<file path="src/rtl/or1200_keystream_xor_pkg.sv">
`default_nettype none
// ============================================================================
//  Module   : or1200_keystream_xor_pkg
//  Purpose  : Shared constants and helpers for the OFB keystream XOR block
//             (LSU access size codes, pad geometry, size decode).
//  Revision : 1.0  initial release
// ============================================================================
package or1200_keystream_xor_pkg;

    // LSU access size codes as presented on size_i
    localparam logic [1:0] OR1200_KS_SIZE_B = 2'b00;
    localparam logic [1:0] OR1200_KS_SIZE_H = 2'b01;
    localparam logic [1:0] OR1200_KS_SIZE_W = 2'b10;

    // Pad geometry: one AES block of keystream
    localparam int PAD_BYTES  = 16;
    // LSU data path: at most one 32-bit word per access
    localparam int DATA_BYTES = 4;

    // Number of bytes an access consumes; the reserved code behaves as a word
    function automatic logic [2:0] size_bytes(input logic [1:0] size);
        case (size)
            OR1200_KS_SIZE_B: size_bytes = 3'd1;
            OR1200_KS_SIZE_H: size_bytes = 3'd2;
            default:          size_bytes = 3'd4;
        endcase
    endfunction

endpackage : or1200_keystream_xor_pkg
`default_nettype wire

</file>
<file path="src/rtl/or1200_keystream_xor_byte_select.sv">
`default_nettype none
// ============================================================================
//  Module   : or1200_ks_byte_select
//  Purpose  : Picks the next unused pad bytes out of the two-slot pad window
//             and aligns them to the LSU byte lanes. Lanes beyond the access
//             size return zero so the XOR leaves those data bytes untouched.
//  Revision : 1.0  initial release
// ============================================================================
module or1200_ks_byte_select
    import or1200_keystream_xor_pkg::*;
(
    input  logic [2*PAD_BYTES*8-1:0] window,   // {nxt_pad, cur_pad}, byte 0 = cur_pad[7:0]
    input  logic [4:0]               ptr,      // first unused byte of the window
    input  logic [2:0]               nbytes,   // 1, 2 or 4
    output logic [DATA_BYTES*8-1:0]  pad_word
);

    logic [4:0] byte_idx;

    // Lane k takes window byte ptr+k when it lies inside the access, else zero
    always_comb begin
        pad_word = '0;
        byte_idx = '0;
        for (int k = 0; k < DATA_BYTES; k++) begin
            // ptr never exceeds 15 so ptr+3 stays within the 32-byte window
            byte_idx = ptr + 5'(k);
            if (3'(k) < nbytes) begin
                pad_word[8*k +: 8] = window[{byte_idx, 3'b000} +: 8];
            end
        end
    end

endmodule : or1200_ks_byte_select
`default_nettype wire

</file>
<file path="src/rtl/or1200_keystream_xor.sv">
`default_nettype none
// ============================================================================
//  Module   : or1200_keystream_xor
//  Purpose  : Consumer end of the OFB pad interface. Holds the current and a
//             prefetched 128-bit pad, XORs the next unused pad bytes onto LSU
//             data, requests the next OFB block and stalls the LSU when the
//             buffered keystream runs short.
//  Revision : 1.0  initial release
// ============================================================================
module or1200_keystream_xor
    import or1200_keystream_xor_pkg::*;
#(
    parameter int PAD_W  = 128,
    parameter int DATA_W = 32
) (
    input  logic              clk,
    input  logic              rst,
    input  logic [PAD_W-1:0]  pad_i,
    input  logic              pad_valid_i,
    output logic              pad_req_o,
    input  logic              flush_i,
    input  logic              req_i,
    input  logic [1:0]        size_i,
    input  logic [DATA_W-1:0] data_i,
    output logic              stall_o,
    output logic              ack_o,
    output logic [DATA_W-1:0] data_o,
    output logic [7:0]        consumed_o
);

    // ------------------------------------------------------------------
    // State: two pad slots, byte pointer into the current slot, and the
    // request bookkeeping. The (cur_valid, nxt_valid, req_pending) triple
    // is the whole control state; there is no separate FSM register.
    // ------------------------------------------------------------------
    logic [PAD_W-1:0]  cur_pad;
    logic [PAD_W-1:0]  nxt_pad;
    logic              cur_valid;
    logic              nxt_valid;
    logic [3:0]        ptr;
    logic              req_pending;
    logic              drop_next;
    logic              ack;
    logic [DATA_W-1:0] data_q;
    logic              pad_req;

    // Next-state values
    logic [PAD_W-1:0]  cur_pad_n;
    logic [PAD_W-1:0]  nxt_pad_n;
    logic              cur_valid_n;
    logic              nxt_valid_n;
    logic [3:0]        ptr_n;
    logic              req_pending_n;
    logic              drop_next_n;
    logic              pad_req_n;

    // Access decode
    logic [2:0]        nbytes;
    logic [5:0]        avail;
    logic              accept;
    logic [4:0]        ptr_sum;
    logic [DATA_W-1:0] pad_word;

    // Bytes available across both slots and whether the access fits
    always_comb begin
        nbytes  = size_bytes(size_i);
        avail   = (cur_valid ? (6'd16 - {2'b00, ptr}) : 6'd0)
                + (nxt_valid ? 6'd16 : 6'd0);
        // flush and reset both win over a same-cycle access
        accept  = req_i && !flush_i && !rst && (avail >= {3'b000, nbytes});
        ptr_sum = {1'b0, ptr} + {2'b00, nbytes};
    end

    assign stall_o = req_i && !accept;

    // Align the pad bytes for this access to the LSU lanes
    or1200_ks_byte_select u_byte_select (
        .window   ({nxt_pad, cur_pad}),
        .ptr      ({1'b0, ptr}),
        .nbytes   (nbytes),
        .pad_word (pad_word)
    );

    // Slot, pointer and request bookkeeping for the coming cycle
    always_comb begin
        cur_pad_n     = cur_pad;
        nxt_pad_n     = nxt_pad;
        cur_valid_n   = cur_valid;
        nxt_valid_n   = nxt_valid;
        ptr_n         = ptr;
        req_pending_n = req_pending;
        drop_next_n   = drop_next;
        pad_req_n     = 1'b0;

        if (flush_i) begin
            // New seed: everything buffered belongs to the old keystream.
            // A block still in flight must be thrown away when it lands,
            // unless it lands right now, in which case it is dropped here.
            cur_valid_n   = 1'b0;
            nxt_valid_n   = 1'b0;
            ptr_n         = 4'd0;
            req_pending_n = 1'b0;
            drop_next_n   = (req_pending || drop_next) && !pad_valid_i;
        end else begin
            // Consumption first, so an arriving pad sees the freed slot
            if (accept) begin
                if (ptr_sum[4]) begin
                    cur_pad_n   = nxt_pad;
                    cur_valid_n = nxt_valid;
                    nxt_valid_n = 1'b0;
                end
                // Wraps to 0 when exactly the last byte of cur was used
                ptr_n = ptr_sum[3:0];
            end

            // Pad arrival fills the first empty slot, cur before nxt
            if (pad_valid_i) begin
                req_pending_n = 1'b0;
                if (drop_next) begin
                    drop_next_n = 1'b0;
                end else if (!cur_valid_n) begin
                    cur_pad_n   = pad_i;
                    cur_valid_n = 1'b1;
                end else if (!nxt_valid_n) begin
                    nxt_pad_n   = pad_i;
                    nxt_valid_n = 1'b1;
                end
                // both slots full: the pad is lost (upstream protocol error)
            end

            // Prefetch once the spare slot is empty and nothing is in flight.
            // The very first pad after a seed is produced unasked.
            if (cur_valid_n && !nxt_valid_n && !req_pending_n) begin
                pad_req_n     = 1'b1;
                req_pending_n = 1'b1;
            end
        end
    end

    // State and output registers
    always_ff @(posedge clk) begin
        if (rst) begin
            cur_pad     <= '0;
            nxt_pad     <= '0;
            cur_valid   <= 1'b0;
            nxt_valid   <= 1'b0;
            ptr         <= 4'd0;
            req_pending <= 1'b0;
            drop_next   <= 1'b0;
            pad_req     <= 1'b0;
            ack         <= 1'b0;
            data_q      <= '0;
        end else begin
            cur_pad     <= cur_pad_n;
            nxt_pad     <= nxt_pad_n;
            cur_valid   <= cur_valid_n;
            nxt_valid   <= nxt_valid_n;
            ptr         <= ptr_n;
            req_pending <= req_pending_n;
            drop_next   <= drop_next_n;
            pad_req     <= pad_req_n;
            ack         <= accept;
            if (accept) begin
                data_q <= data_i ^ pad_word;
            end
        end
    end

    assign pad_req_o  = pad_req;
    assign ack_o      = ack;
    assign data_o     = data_q;
    assign consumed_o = cur_valid ? {1'b0, ptr, 3'b000} : 8'd0;

endmodule : or1200_keystream_xor
`default_nettype wire

</file>
<file path="config.mk">
export PLATFORM = sky130hd
export DESIGN_NAME = or1200_keystream_xor
export DESIGN_NICKNAME = d
export VERILOG_FILES = /design/src/rtl/or1200_keystream_xor_pkg.sv /design/src/rtl/or1200_keystream_xor_byte_select.sv /design/src/rtl/or1200_keystream_xor.sv
export SDC_FILE = /design/constraint.sdc
export NUM_CORES = 1
export LEC_CHECK = 0
export CAP_MARGIN = 5
export CORE_MARGIN = 2
export CORE_UTILIZATION = 40
export CTS_CLUSTER_DIAMETER = 30
export CTS_CLUSTER_SIZE = 8
export DETAILED_ROUTE_END_ITERATION = 6
export PLACE_DENSITY_LB_ADDON = 0.15
export SETUP_SLACK_MARGIN = 0.15
export SKIP_CTS_REPAIR_TIMING = 1
export SYNTH_ARGS = -nofsm -noshare
export SYNTH_HDL_FRONTEND = slang
export SYNTH_SLANG_ARGS = --single-unit
</file>
<file path="constraint.sdc">
create_clock -name clk -period 5.6 [get_ports clk]
set_clock_uncertainty 0.05 [all_clocks]
set_input_delay 1.12 -clock clk [delete_from_list [all_inputs] [get_ports clk]]
set_output_delay 1.12 -clock clk [all_outputs]
set_load 0.01 [all_outputs]
</file>
-- After elaboration in Yosys (flattened, before gate mapping)
Cells that the tools add are included.
Widths: inputs -> output; s select.
- add/subtract/negate cells: 6
- $lt $le $gt $ge: 5
- equal/unequal tests: 1
- shift-type cells: 4
- multiplexer cells: 32
- bitwise logic cells: 4
- reductions and logical operators: 18
- operators with widths (operator ; number):
    $shiftx 256x9->8 ; 3
    $mux 128 ; 5
    $shiftx 256x8->8 ; 1
    $mux 8 ; 4
    $xor 32x32->32 ; 1
    $mux 1 ; 19
    $add 4x2->5 const B ; 2
    $logic_and 1x1->1 ; 7
    $mux 7 ; 1
    $add 6x5->6 ; 1
    $ge 6x3->1 ; 1
    $logic_not 1->1 ; 6
    $lt 1x3->1 const A ; 2
    $lt 2x3->1 const A ; 2
    $mux 6 ; 1
    $pmux 3 s2 ; 1
    $sub 5x4->6 const A ; 1
    $add 4x1->5 const B ; 1
    $add 4x3->5 ; 1
    $mux 5 ; 1
    $reduce_and 5->1 ; 1
    $not 1->1 ; 3
    $eq 2x1->1 const B ; 1
    $logic_not 2->1 ; 1
    other kinds (3) ; 3
- register bits: 298
- input bits: 167
- word-level logic and storage cells: 80

-- Longest topological paths before layout
- depth after elaboration: 15
- depth in mapped cells: 16
- depth with buffers taken out: 11

-- By module
From an unflattened synthesis, not the netlist that was laid out.
- cell total of the unflattened synthesis: 2229
- area total of the unflattened synthesis: 21933.5 um^2
- modules (own cells, without submodules) (module ; times used ; cells an instance ; area an instance (um^2) ; sequential area each (um^2)):
    or1200_keystream_xor ; 1 ; 1531 ; 13533.0 ; 5965.7
    or1200_ks_byte_select ; 1 ; 698 ; 8400.6 ; 0.0

-- Worst setup path before layout
No wires, ideal clock.
- path type: input port to output port
- start: input port size_i[0]
- end: output port stall_o
- data arrival time: 2875 ps
- setup slack: 1555 ps
- stages: 9
- buffers on the path: 1
- path through: or2_2 ha_1 inv_1 ha_1 a211oi_1 o21a_1 a21o_1 buf_4 and2_1
- word-level cells in the longest chain between the ends: 6
- ends and longest elaborated chain (element ; line ; text):
    start, declared ; or1200_keystream_xor.sv:23 ; input logic [1:0] size_i,
    $eq 2x1->1 / $logic_not 2->1 (equally long branches) ; or1200_keystream_xor_pkg.sv:22 ; case (size)
    $pmux 3 s2 (*) ; or1200_keystream_xor_pkg.sv:22 ;
    $ge 6x3->1 (*) ; or1200_keystream_xor.sv:70 ; accept = req_i && !flush_i && !rst && (avail >= {3'b000, nbytes});
    $logic_and 1x1->1 (*) ; or1200_keystream_xor.sv:70 ;
    $logic_not 1->1 (*) ; or1200_keystream_xor.sv:74 ; assign stall_o = req_i && !accept;
    $logic_and 1x1->1 (*) ; or1200_keystream_xor.sv:74 ;
    end, declared ; or1200_keystream_xor.sv:25 ; output logic stall_o,
Every way passes the cells marked *; elsewhere a longest branch is shown, timed or not.

-- Final worst setup path
- start: input port size_i[1]
- end: output port stall_o
Same word-level chain as after synthesis.

==> flow_summary.yaml <==
synthesis:
  yosys.area.top_type_share_pct: 35.29
  syn_inst: 1767
  async_flop_share_pct: 0
  synth_seq_cells: 298
  synth_ff_type: "dfxtp_1"
  synth.area.top_cells: "dfxtp_1 (35%), mux4_2 (15%), mux2i_1 (8.7%)"
  yosysWarningCount: 0
  syn_area_per_cell_sq_um: 9.566
  synth_top_cell_by_area: "dfxtp_1"
  ys_types: 54
  synth-seq-area-share_pct: 35.29
  synth_edf_count: 0
  synth_area_sq_um: 16900
finish:
  fillerInstances: 3843
  mostFrequentLayoutCells: "dfxtp_1 (295), clkdlybuf4s50_1 (204), o21ai_0 (156), mux2i_1 (146), nand2_1 (142)"
  final_cells: 2510
  final_common_cell: "dfxtp_1"
  layout.nets: 2086
  drive_above_1_share_pct: 15.32
  final_core_util_pct: 51.89
  final_area_sq_um: 21720
  area_growth_pct: 28.49
  diodes: 0
clocking:
  clock_sinks: 298
  cts_root_buf: "clkbuf_16"
  clk_pin_slew_ns: 0.04
  cts_buffers: 79
  cts_tree: "yes"
  cts_max_path_buffers: 3
  worst_skew_pair.late_latency_ns: 0.60
  cts.htree.levels: 3
sta:
  fin_setup_tns_ns: 0
  rsz0062_at_grt: "false"
  finalWorstSetupSlack_ns: 0.5288
  fmax_ghz: 0.1972
  maxSlewViolCount: 0
  tightest_slew_ns: 1.097
  setup_viol: 0
  finalCritPeriodShare_pct: 90.56
  hold_ws_ns: 0.4133
  fin_crit_ns: 5.071
  hold_viol: 0
  slew_headroom_pct: 26.86
worst_setup_path:
  arrival_ns: 3.90
  setup.worst_path.start_class: "input pin"
  cp.required_ns: 4.43
  cp_max_fo: 4
  critical_path_class: "in -> out"
  cp-end-kind: "primary output"
placement:
  gp_congestion: 0.9349
  dpl-instance-area_sq_um: 19080
  port_buffers: 205
  dp_hpwl_mm: 41.08
  place_ws_ns: 0.5466
  dp_cells: 2368
power:
  leakagePower_nw: 7.483
  p_total_mw: 7.343
  power.density_nw_per_um2: 338.1
  max-vdd-ir-drop_uv: 201.6
global_routing:
  first_global_vias: 14800
  grt_use_total_pct: 27.82
  grt-ovfl-total: 0
  antenna_found_initial: 1
  grt_max_degree: 129
  grt_pass1_wl_mm: 93.02
drt:
  drc: 0
  dr.pass1.iters: 7
  top_layer_used: "met5"
  viasPerCell: 6.050
  wirelength_mm: 61.79
  ant_nets: 0
  drt-met1-wl_mm: 26.27
  wl_met3_mm: 5.722
  dr_total_vias: 15190
  avgRoutedWirePerCell_microns: 24.62
  drtIter0Drc: 1438
  wl_met2_mm: 28.07
worst_hold_path:
  hp-class: "reg -> reg"
die:
  die_area_sq_um: 43920
  die_w_microns: 209.6
  die_height_microns: 209.6
  rows: 75
  core-area_sq_um: 41850
  ios: 210
  start_util_pct: 40.39
job:
  max-cap-violations: 0
run_status:
  outcome: "completed"
==> cell type report <==
cell class	instances	area [sq um]	share of cell area, %
Inverter	137	514.2	2.368
Tap cell	539	674.4	3.105
Clock buffer	115	2335	10.75
Sequential cell	298	5974	27.51
Clock inverter	27	307.8	1.417
Timing Repair Buffer	242	2465	11.35
Multi-Input combinational cell	1152	9448	43.50
==> final timing paths <==
path / start / end / slack [ns] / cells after the start
hold reg to reg: nxt_pad[69] / nxt_pad[69] / 0.41 / 2
hold / removal: nxt_pad[69] / nxt_pad[69] / 0.41 / 2
setup reg to reg: ptr[0] / cur_pad[23] / 1.58 / 11
setup / recovery: size_i[1] / stall_o / 0.53 / 10
==> metal layers <==
metal / vias up / global-route usage (%)
li1: 6883 / -
met1: 7471 / 38.09
met2: 720 / 43.49
met3: 110 / 7.033
met4: 2 / 8.315
met5: - / 0
==> kinds of logic after synthesis <==
family	after synthesis	synth area share, %
AOI/OAI and AO/OA	499	19.34
and+or+nand+nor	344	9.771
other	1	0.02219
buffers and inverters	320	9.216
DFF	298	35.29
adders and majority gates	9	0.7107
xor gates and xnor gates	35	1.814
muxes	261	23.83
==> report_power, final <==
group          internal (mW)  switching [mW]
Sequential              2.21           0.119
Combinational          0.291           0.274
Clock                   3.12            1.33
==> critical path, stage by stage <==
cell and delay, ns:
clkdlybuf4s50_1 0.44, or2_2 0.33, ha_1 0.24, inv_1 0.13
ha_1 0.26, a211oi_1 0.31, o21a_1 0.26, a21o_1 0.15
and2_1 0.12, clkdlybuf4s50_1 0.53
==> cells in the mapped netlist, types with 2 or more instances <==
library cell	count
inv_1	136
a21o_1	3
o22ai_1	8
nand3_1	131
buf_4	24
buf_2	57
o221ai_1	128
a211oi_2	8
mux2i_1	147
and3b_1	2
o31ai_1	2
a221oi_1	17
a211oi_1	2
xor2_1	18
clkbuf_1	54
mux4_2	113
nand2b_1	3
buf_6	25
nor2b_1	7
and2_1	7
buf_1	21
o211ai_1	2
ha_1	8
or2_2	2
a21oi_1	136
o21ai_0	156
dfxtp_1	298
a22o_1	17
xnor2_1	17
o21a_1	2
nand3b_1	25
nand2_1	142
nor3_1	5
a22oi_1	13
nor2_1	12
==> sequential cells by signal, indices dropped and copies added (netlist names) <==
signal and flops:
nxt_valid 1, pad_req_o 1, req_pending 1, ack_o 1, nxt_pad 128, cur_pad 128
data_o 32, cur_valid 1, drop_next 1, ptr 4
(Power assumes the default switching activity.)
